**src/rtl/hazard_forward_unit.sv**
```systemverilog
// Hazard detection and operand forwarding for a five-stage pipeline.
// Detects read-after-write conflicts between the ID-stage sources and the
// EXE/MEM destinations. It either stalls on every conflict (stall-only mode)
// or stalls only on load-use and forwards MEM/WB results into EXE.
// It keeps its own copy of the sources of the instruction now in EXE, and
// counts stall cycles and cycles in which any operand was forwarded.
module hazard_forward_unit #(
    parameter int REG_W  = 4,
    parameter bit FWD_EN = 1'b1,
    parameter int CNT_W  = 16
) (
    input  logic             clk,
    input  logic             rst,
    input  logic [REG_W-1:0] src1,
    input  logic [REG_W-1:0] src2,
    input  logic             two_src,
    input  logic [REG_W-1:0] exe_dest,
    input  logic             exe_wb_en,
    input  logic             exe_mem_r_en,
    input  logic [REG_W-1:0] mem_dest,
    input  logic             mem_wb_en,
    input  logic [REG_W-1:0] wb_dest,
    input  logic             wb_wb_en,
    input  logic             freeze,
    output logic             hazard,
    output logic [1:0]       sel_src1,
    output logic [1:0]       sel_src2,
    output logic [CNT_W-1:0] stall_cnt,
    output logic [CNT_W-1:0] fwd_cnt
);

    localparam logic [CNT_W-1:0] CNT_MAX = {CNT_W{1'b1}};
    localparam logic [CNT_W-1:0] CNT_ONE = {{(CNT_W-1){1'b0}}, 1'b1};

    // Operand mux codes.
    localparam logic [1:0] SEL_RF  = 2'd0;
    localparam logic [1:0] SEL_MEM = 2'd1;
    localparam logic [1:0] SEL_WB  = 2'd2;

    // Sources of the instruction currently in EXE.
    logic [REG_W-1:0] e_src1_r;
    logic [REG_W-1:0] e_src2_r;
    logic             e_two_src_r;
    logic             e_valid_r;

    logic [CNT_W-1:0] stall_cnt_r;
    logic [CNT_W-1:0] fwd_cnt_r;

    logic             hazard_s;
    logic [1:0]       sel_src1_s;
    logic [1:0]       sel_src2_s;
    logic             any_fwd_s;

    // Selects the forwarding source for one EXE operand. MEM is checked first
    // because it holds the younger of the two in-flight results.
    function automatic logic [1:0] fwd_sel(
        input logic [REG_W-1:0] idx,
        input logic             used,
        input logic [REG_W-1:0] m_dest,
        input logic             m_wb_en,
        input logic [REG_W-1:0] w_dest,
        input logic             w_wb_en
    );
        logic [1:0] sel;
        sel = SEL_RF;
        if (!used) begin
            sel = SEL_RF;
        end else if (m_wb_en && (idx == m_dest)) begin
            sel = SEL_MEM;
        end else if (w_wb_en && (idx == w_dest)) begin
            sel = SEL_WB;
        end else begin
            sel = SEL_RF;
        end
        return sel;
    endfunction

    // Stall request. It is purely combinational from the ID/EXE/MEM inputs.
    always_comb begin
        hazard_s = 1'b0;
        if (FWD_EN) begin
            hazard_s = exe_wb_en & exe_mem_r_en &
                       ((src1 == exe_dest) | (two_src & (src2 == exe_dest)));
        end else begin
            hazard_s = (exe_wb_en & (src1 == exe_dest)) |
                       (mem_wb_en & (src1 == mem_dest)) |
                       (exe_wb_en & two_src & (src2 == exe_dest)) |
                       (mem_wb_en & two_src & (src2 == mem_dest));
        end
    end

    // Forwarding selects for the instruction held in the EXE copy.
    always_comb begin
        sel_src1_s = SEL_RF;
        sel_src2_s = SEL_RF;
        if (FWD_EN && e_valid_r) begin
            sel_src1_s = fwd_sel(e_src1_r, 1'b1, mem_dest, mem_wb_en,
                                 wb_dest, wb_wb_en);
            sel_src2_s = fwd_sel(e_src2_r, e_two_src_r, mem_dest, mem_wb_en,
                                 wb_dest, wb_wb_en);
        end else begin
            sel_src1_s = SEL_RF;
            sel_src2_s = SEL_RF;
        end
        any_fwd_s = (sel_src1_s != SEL_RF) | (sel_src2_s != SEL_RF);
    end

    // EXE copy: a bubble on a stall, a capture of the ID sources otherwise,
    // and a hold while the pipeline is frozen.
    always_ff @(posedge clk or posedge rst) begin
        if (rst) begin
            e_src1_r    <= {REG_W{1'b0}};
            e_src2_r    <= {REG_W{1'b0}};
            e_two_src_r <= 1'b0;
            e_valid_r   <= 1'b0;
        end else if (!freeze) begin
            if (hazard_s) begin
                e_valid_r <= 1'b0;
            end else begin
                e_src1_r    <= src1;
                e_src2_r    <= src2;
                e_two_src_r <= two_src;
                e_valid_r   <= 1'b1;
            end
        end
    end

    // Saturating stall and forward statistics. They do not advance while the
    // pipeline is frozen.
    always_ff @(posedge clk or posedge rst) begin
        if (rst) begin
            stall_cnt_r <= {CNT_W{1'b0}};
            fwd_cnt_r   <= {CNT_W{1'b0}};
        end else if (!freeze) begin
            if (hazard_s && (stall_cnt_r != CNT_MAX)) begin
                stall_cnt_r <= stall_cnt_r + CNT_ONE;
            end
            if (any_fwd_s && (fwd_cnt_r != CNT_MAX)) begin
                fwd_cnt_r <= fwd_cnt_r + CNT_ONE;
            end
        end
    end

    assign hazard    = hazard_s;
    assign sel_src1  = sel_src1_s;
    assign sel_src2  = sel_src2_s;
    assign stall_cnt = stall_cnt_r;
    assign fwd_cnt   = fwd_cnt_r;

endmodule

```
**config.mk**
```make
export PLATFORM = sky130hd
export DESIGN_NAME = hazard_forward_unit
export DESIGN_NICKNAME = d
export VERILOG_FILES = /design/src/rtl/hazard_forward_unit.sv
export SDC_FILE = /design/constraint.sdc
export NUM_CORES = 1
export LEC_CHECK = 0
export CAP_MARGIN = 0
export CORE_MARGIN = 4
export CORE_UTILIZATION = 33
export DETAILED_ROUTE_END_ITERATION = 10
export SLEW_MARGIN = 20
export SYNTH_ARGS = -nofsm -noshare
export SYNTH_HDL_FRONTEND = slang
export SYNTH_SLANG_ARGS = --single-unit
```
**constraint.sdc**
```tcl
create_clock -name clk -period 5.7 [get_ports clk]
set_input_delay 1.14 -clock clk [delete_from_list [all_inputs] [get_ports clk]]
set_output_delay 1.14 -clock clk [all_outputs]
set_load 0.1 [all_outputs]
```
---- Yosys cells after proc, flatten, opt, wreduce, memory -nomap -nowiden ----
Cells that the tools add are included.
word-level totals
  flip-flop bits (word level) ............. 42
  input port bits ......................... 28
  output and inout port bits .............. 37
  word-level logic and storage cells ...... 42
cells by class
  $add $sub $neg .......................... 2
  equality and inequality tests ........... 8
  mux-type cells .......................... 8
  bitwise gates (word level) .............. 7
  reductions and logical operators ........ 11
operators by type and width
  cell                     count
  $add A16 B1 Y16 const B  2
  $ne A16 B16 Y1 const B   2
  $eq A4 B4 Y1             6
  $mux W2                  7
  $logic_and A1 B1 Y1      6
  $reduce_and A2 Y1        3
  $reduce_bool A2 Y1       2
  $and A1 B1 Y1            3
  $not A1 Y1               2
  $or A1 B1 Y1             2
  $mux W1                  1

---- Longest topological paths before layout ----
  depth in word-level cells ............... 10
  gate-level depth with buffers ........... 8
  mapped depth without buffers ............ 7

---- Worst setup path after synthesis ----
Ideal clock, no wire load.
  path kind ............................... input -> output
  from .................................... input port mem_dest[3]
  to ...................................... output port sel_src2[0]
  data arrival time ....................... 4238 ps
  setup slack ............................. 322 ps
  stages on the path ...................... 3
  path buffers ............................ 0
  cell sequence ........................... xnor2_1 -> nand4_1 -> nor4_1
on the way
  cells in the longest elaborated chain, start to end .. 5
ends and longest elaborated chain
  element              RTL line  RTL
  from (decl)          20        input logic [REG_W-1:0] mem_dest,
  $eq A4 B4 Y1         68        end else if (m_wb_en && (idx == m_dest)) begin
  $logic_and A1 B1 Y1  68
  $mux W2              68
  $mux W2              66        if (!used) begin
  $mux W2              96        if (FWD_EN && e_valid_r) begin
  to (decl)            27        output logic [1:0] sel_src2,
Every way passes these cells.

---- Worst setup path after layout ----
  from .................................... input port wb_dest[2]
  to ...................................... output port sel_src1[1]
on the way
  cells in the longest elaborated chain, start to end .. 5
ends and longest elaborated chain
  element              RTL line  RTL
  from (decl)          22        input logic [REG_W-1:0] wb_dest,
  $eq A4 B4 Y1         70        end else if (w_wb_en && (idx == w_dest)) begin
  $logic_and A1 B1 Y1  70
  $mux W2              70
  $mux W2              68
  $mux W2              96
  to (decl)            26        output logic [1:0] sel_src1,
Every way passes these cells.

==> metrics.txt <==
# TYPE chip_impl_metric gauge
chip_impl_info{name="worst_hold_path_type",value="reg2reg"} 1
chip_impl_metric{name="antenna_found_initial",unit=""} 0
chip_impl_metric{name="io_buffer_count",unit=""} 64
chip_impl_info{name="tritoncts",value="done"} 1
chip_impl_metric{name="netlist_instances",unit=""} 207
chip_impl_metric{name="design.portCount",unit=""} 65
chip_impl_metric{name="totalWireLength",unit="mm"} 5.37
chip_impl_info{name="critical_path.slowest_cell",value="clkdlybuf4s50_1"} 1
chip_impl_metric{name="slew-limit-headroom",unit="%"} 34.1
chip_impl_metric{name="initial_cell_density_of_the_core",unit="%"} 34.5
chip_impl_metric{name="setup_total_negative_slack",unit="ps"} 0
chip_impl_info{name="worst_setup_path_startpoint",value="wb_dest[2]"} 1
chip_impl_metric{name="die-width",unit="um"} 93.0
chip_impl_metric{name="ir_drop",unit="mV"} 0.249
chip_impl_metric{name="core",unit="um2"} 6910
chip_impl_metric{name="fin_hold_ws",unit="ps"} 501
chip_impl_info{name="critical_path.endpoint_type",value="primary output"} 1
chip_impl_metric{name="arrival",unit="ps"} 3340
chip_impl_info{name="synthFlopType",value="dfrtp_1"} 1
chip_impl_info{name="path_delay_family",value="buffers and inverters"} 1
chip_impl_metric{name="clock_tree.htree_level_count",unit=""} 2
chip_impl_metric{name="area_share_of_the_largest_cell_type_after_synthesis",unit="%"} 44.1
chip_impl_metric{name="final_hpwl_from_detailed_placement",unit="mm"} 4.00
chip_impl_metric{name="num-nets-final",unit=""} 306
chip_impl_info{name="synth.cells.most_frequent",value="dfrtp_1, xnor2_1, xor2_1, and3_1, nand3_1"} 1
chip_impl_metric{name="total_leakage_power",unit="uW"} 0.00137
chip_impl_info{name="crit_type",value="in2out"} 1
chip_impl_metric{name="powerDensity",unit="nW/um2"} 265
chip_impl_metric{name="clk_path_buf_depth",unit=""} 2
chip_impl_metric{name="post_drt_via_cell_ratio",unit=""} 4.71
chip_impl_info{name="critPathLaunchType",value="primary input"} 1
chip_impl_metric{name="row_count",unit=""} 30
chip_impl_metric{name="drt-wirelength-per-cell",unit="um"} 14.4
chip_impl_metric{name="drt_iter0_drc",unit=""} 25
chip_impl_metric{name="setup.reg_to_reg.worst_slack",unit="ps"} 3390
chip_impl_metric{name="yosys.cell_types.count",unit=""} 39
chip_impl_metric{name="timing.critical_path.required",unit="ps"} 4560
chip_impl_metric{name="cp_num_buf_inv",unit=""} 2
chip_impl_metric{name="ys_seq_area_share",unit="%"} 44.1
chip_impl_metric{name="cts-buffers-inserted",unit=""} 5
chip_impl_metric{name="drv_slew",unit=""} 0
chip_impl_metric{name="clock-sinks",unit=""} 42
chip_impl_metric{name="design.die.area",unit="um2"} 8640
chip_impl_metric{name="maximum_number_of_pins_on_one_net_before_global_route_repair",unit=""} 43
chip_impl_metric{name="ys_seq_elements",unit=""} 42
chip_impl_info{name="rsz0062_at_grt",value="false"} 1
chip_impl_metric{name="cts_setup_buffers",unit=""} 0
chip_impl_info{name="min_from",value="stall_cnt[14]$_DFFE_PP0P_"} 1
chip_impl_metric{name="gr-total-overflow",unit=""} 0
chip_impl_metric{name="setup_viol",unit=""} 0
chip_impl_metric{name="final_period_minus_worst_setup_slack",unit="ps"} 4480
chip_impl_metric{name="final_worst_clock_skew",unit="ps"} 5.20
chip_impl_metric{name="die_height",unit="um"} 93.0
chip_impl_metric{name="cell_area_after_synthesis",unit="um2"} 2380
chip_impl_metric{name="clk-insertion-delay-late",unit="ps"} 290
chip_impl_metric{name="top_fanout_value_on_the_critical_path",unit=""} 2
chip_impl_info{name="synth.area.top_cells",value="dfrtp_1, xnor2_1, xor2_1"} 1
chip_impl_metric{name="ys.warnings.count",unit=""} 0
chip_impl_metric{name="post_cts.resized_instances",unit=""} 0
chip_impl_metric{name="critical-path-max-stage-delay",unit="ps"} 1130
chip_impl_metric{name="max_cap_viol_count",unit=""} 0
chip_impl_metric{name="synthesis.nets",unit=""} 237
chip_impl_metric{name="worstMarginPinSlew",unit="ps"} 986
chip_impl_metric{name="synth-async-reset-ratio",unit="%"} 100
chip_impl_metric{name="clock.fmax",unit="MHz"} 223
chip_impl_metric{name="drc",unit=""} 0
chip_impl_metric{name="synth_edf_count",unit=""} 0
chip_impl_info{name="outcome",value="finished, final reports clean"} 1
chip_impl_info{name="worstPathCellList",value="clkdlybuf4s50_1 > xor2_1 > nor3_1 > o211a_1 > clkdlybuf4s50_1"} 1
chip_impl_metric{name="1st_pass_router_iterations",unit=""} 4
chip_impl_metric{name="place.gp.congestion",unit=""} 0.749
chip_impl_metric{name="antenna_cells",unit=""} 0
chip_impl_info{name="synth_area_leader_cell",value="dfrtp_1"} 1
chip_impl_info{name="critPathMostFrequentCell",value="clkdlybuf4s50_1"} 1
chip_impl_info{name="cts.root.buffer_cell",value="clkbuf_8"} 1
chip_impl_info{name="yosysMostFrequentCell",value="dfrtp_1"} 1
chip_impl_metric{name="final_hold_viol_count",unit=""} 0
chip_impl_metric{name="drive_above_1_share",unit="%"} 13.4
chip_impl_metric{name="final_min_period_over_clock_period",unit="%"} 78.5
chip_impl_metric{name="detailroute.via_count",unit=""} 1757
chip_impl_info{name="timing.rr.start",value="e_src2_r[0]$_DFFE_PP0P_"} 1
chip_impl_metric{name="first_global_vias",unit=""} 1862
chip_impl_metric{name="grt_pass1_wl",unit="mm"} 9.06
chip_impl_metric{name="cts.clk_slew.worst_paths",unit="ps"} 80
chip_impl_metric{name="route.antenna.remaining_nets",unit=""} 0
chip_impl_metric{name="area.growth.synth_to_final",unit="%"} 34.3
chip_impl_metric{name="hold_buffers",unit=""} 0
chip_impl_metric{name="global_route_total_usage_across_every_layer",unit="%"} 13.1
chip_impl_metric{name="postSynthAreaPerCell",unit="um2"} 11.5
[placed cells by master, fill, tap and decap left out, types with 2 or more instances in the layout]
cell type	instances
nor4_1	6
inv_1	10
mux2_4	9
nor2_1	4
nand2b_1	2
nor3_2	4
nand2_1	7
nand3_2	4
xnor2_1	34
nand3_1	12
clkbuf_8	6
buf_4	5
nor3_1	5
dfrtp_1	42
and3_1	13
nand4_1	11
and4_1	2
clkdlybuf4s50_1	61
ha_1	2
xor2_1	17
[stage by stage]
step,utilization [%],instance area [um2],power (uW),setup WS (ps),instances
detailed placement,45.0,3110,658,1230,365
global route,46.3,3200,890,1130,373
CTS,46.3,3200,862,1220,373
global placement,45.0,3110,656,1260,365
floorplan,-,2380,574,322,207
finish,46.3,3200,847,1220,373
[state kept, by name (all words and copies together) (netlist names)]
| name | cells |
|---|---|
| e_src1_r | 4 |
| e_valid_r | 1 |
| e_src2_r | 4 |
| fwd_cnt | 16 |
| stall_cnt | 16 |
| e_two_src_r | 1 |
[power breakdown]
group	internal, uW	total, uW	switching [uW]
logic	95.4	294	199
clock network	97.8	199	101
registers	323	354	31.2
[final cells by class]
cell class	count	area (um2)
fillers	686	3710
multi-input cells	151	1250
repair buffers	66	648
clock inverters	1	5.00
clock buffers	7	86.3
inverters	10	37.5
well taps	96	120
flip-flops and latches	42	1050
[logic make-up (layout without fill, tap and decap cells)]
| logic type | Yosys count | in the layout | synth area share [%] |
|---|---|---|---|
| flops | 42 | 42 | 44.1 |
| buf+inv | 14 | 84 | 3.31 |
| simple gates | 78 | 78 | 22.1 |
| mux | 12 | 12 | 7.04 |
| xor+xnor | 51 | 51 | 18.8 |
| fa+ha+maj | 2 | 2 | 1.05 |
| compound gates | 8 | 8 | 3.62 |
[worst paths after layout]
kind | endpoint | cells after the start
setup / recovery | sel_src1[1] | 5
min in group asynchronous | fwd_cnt[15]$_DFFE_PP0P_ | 3
hold / removal | stall_cnt[14]$_DFFE_PP0P_ | 1
hold reg to reg | stall_cnt[14]$_DFFE_PP0P_ | 1
setup reg to reg | fwd_cnt[1]$_DFFE_PP0P_ | 6
max in group asynchronous | stall_cnt[9]$_DFFE_PP0P_ | 3
[layer usage]
layer / up-vias / GRT usage [%] / routed length, um
met3: 4 / 3.17 / 247
met5: - / 0 / 0
met4: 0 / 3.66 / 40
li1: 871 / - / -
met1: 841 / 17.9 / 2580
met2: 41 / 20.5 / 2490
Power figures use the tool's default switching activity.
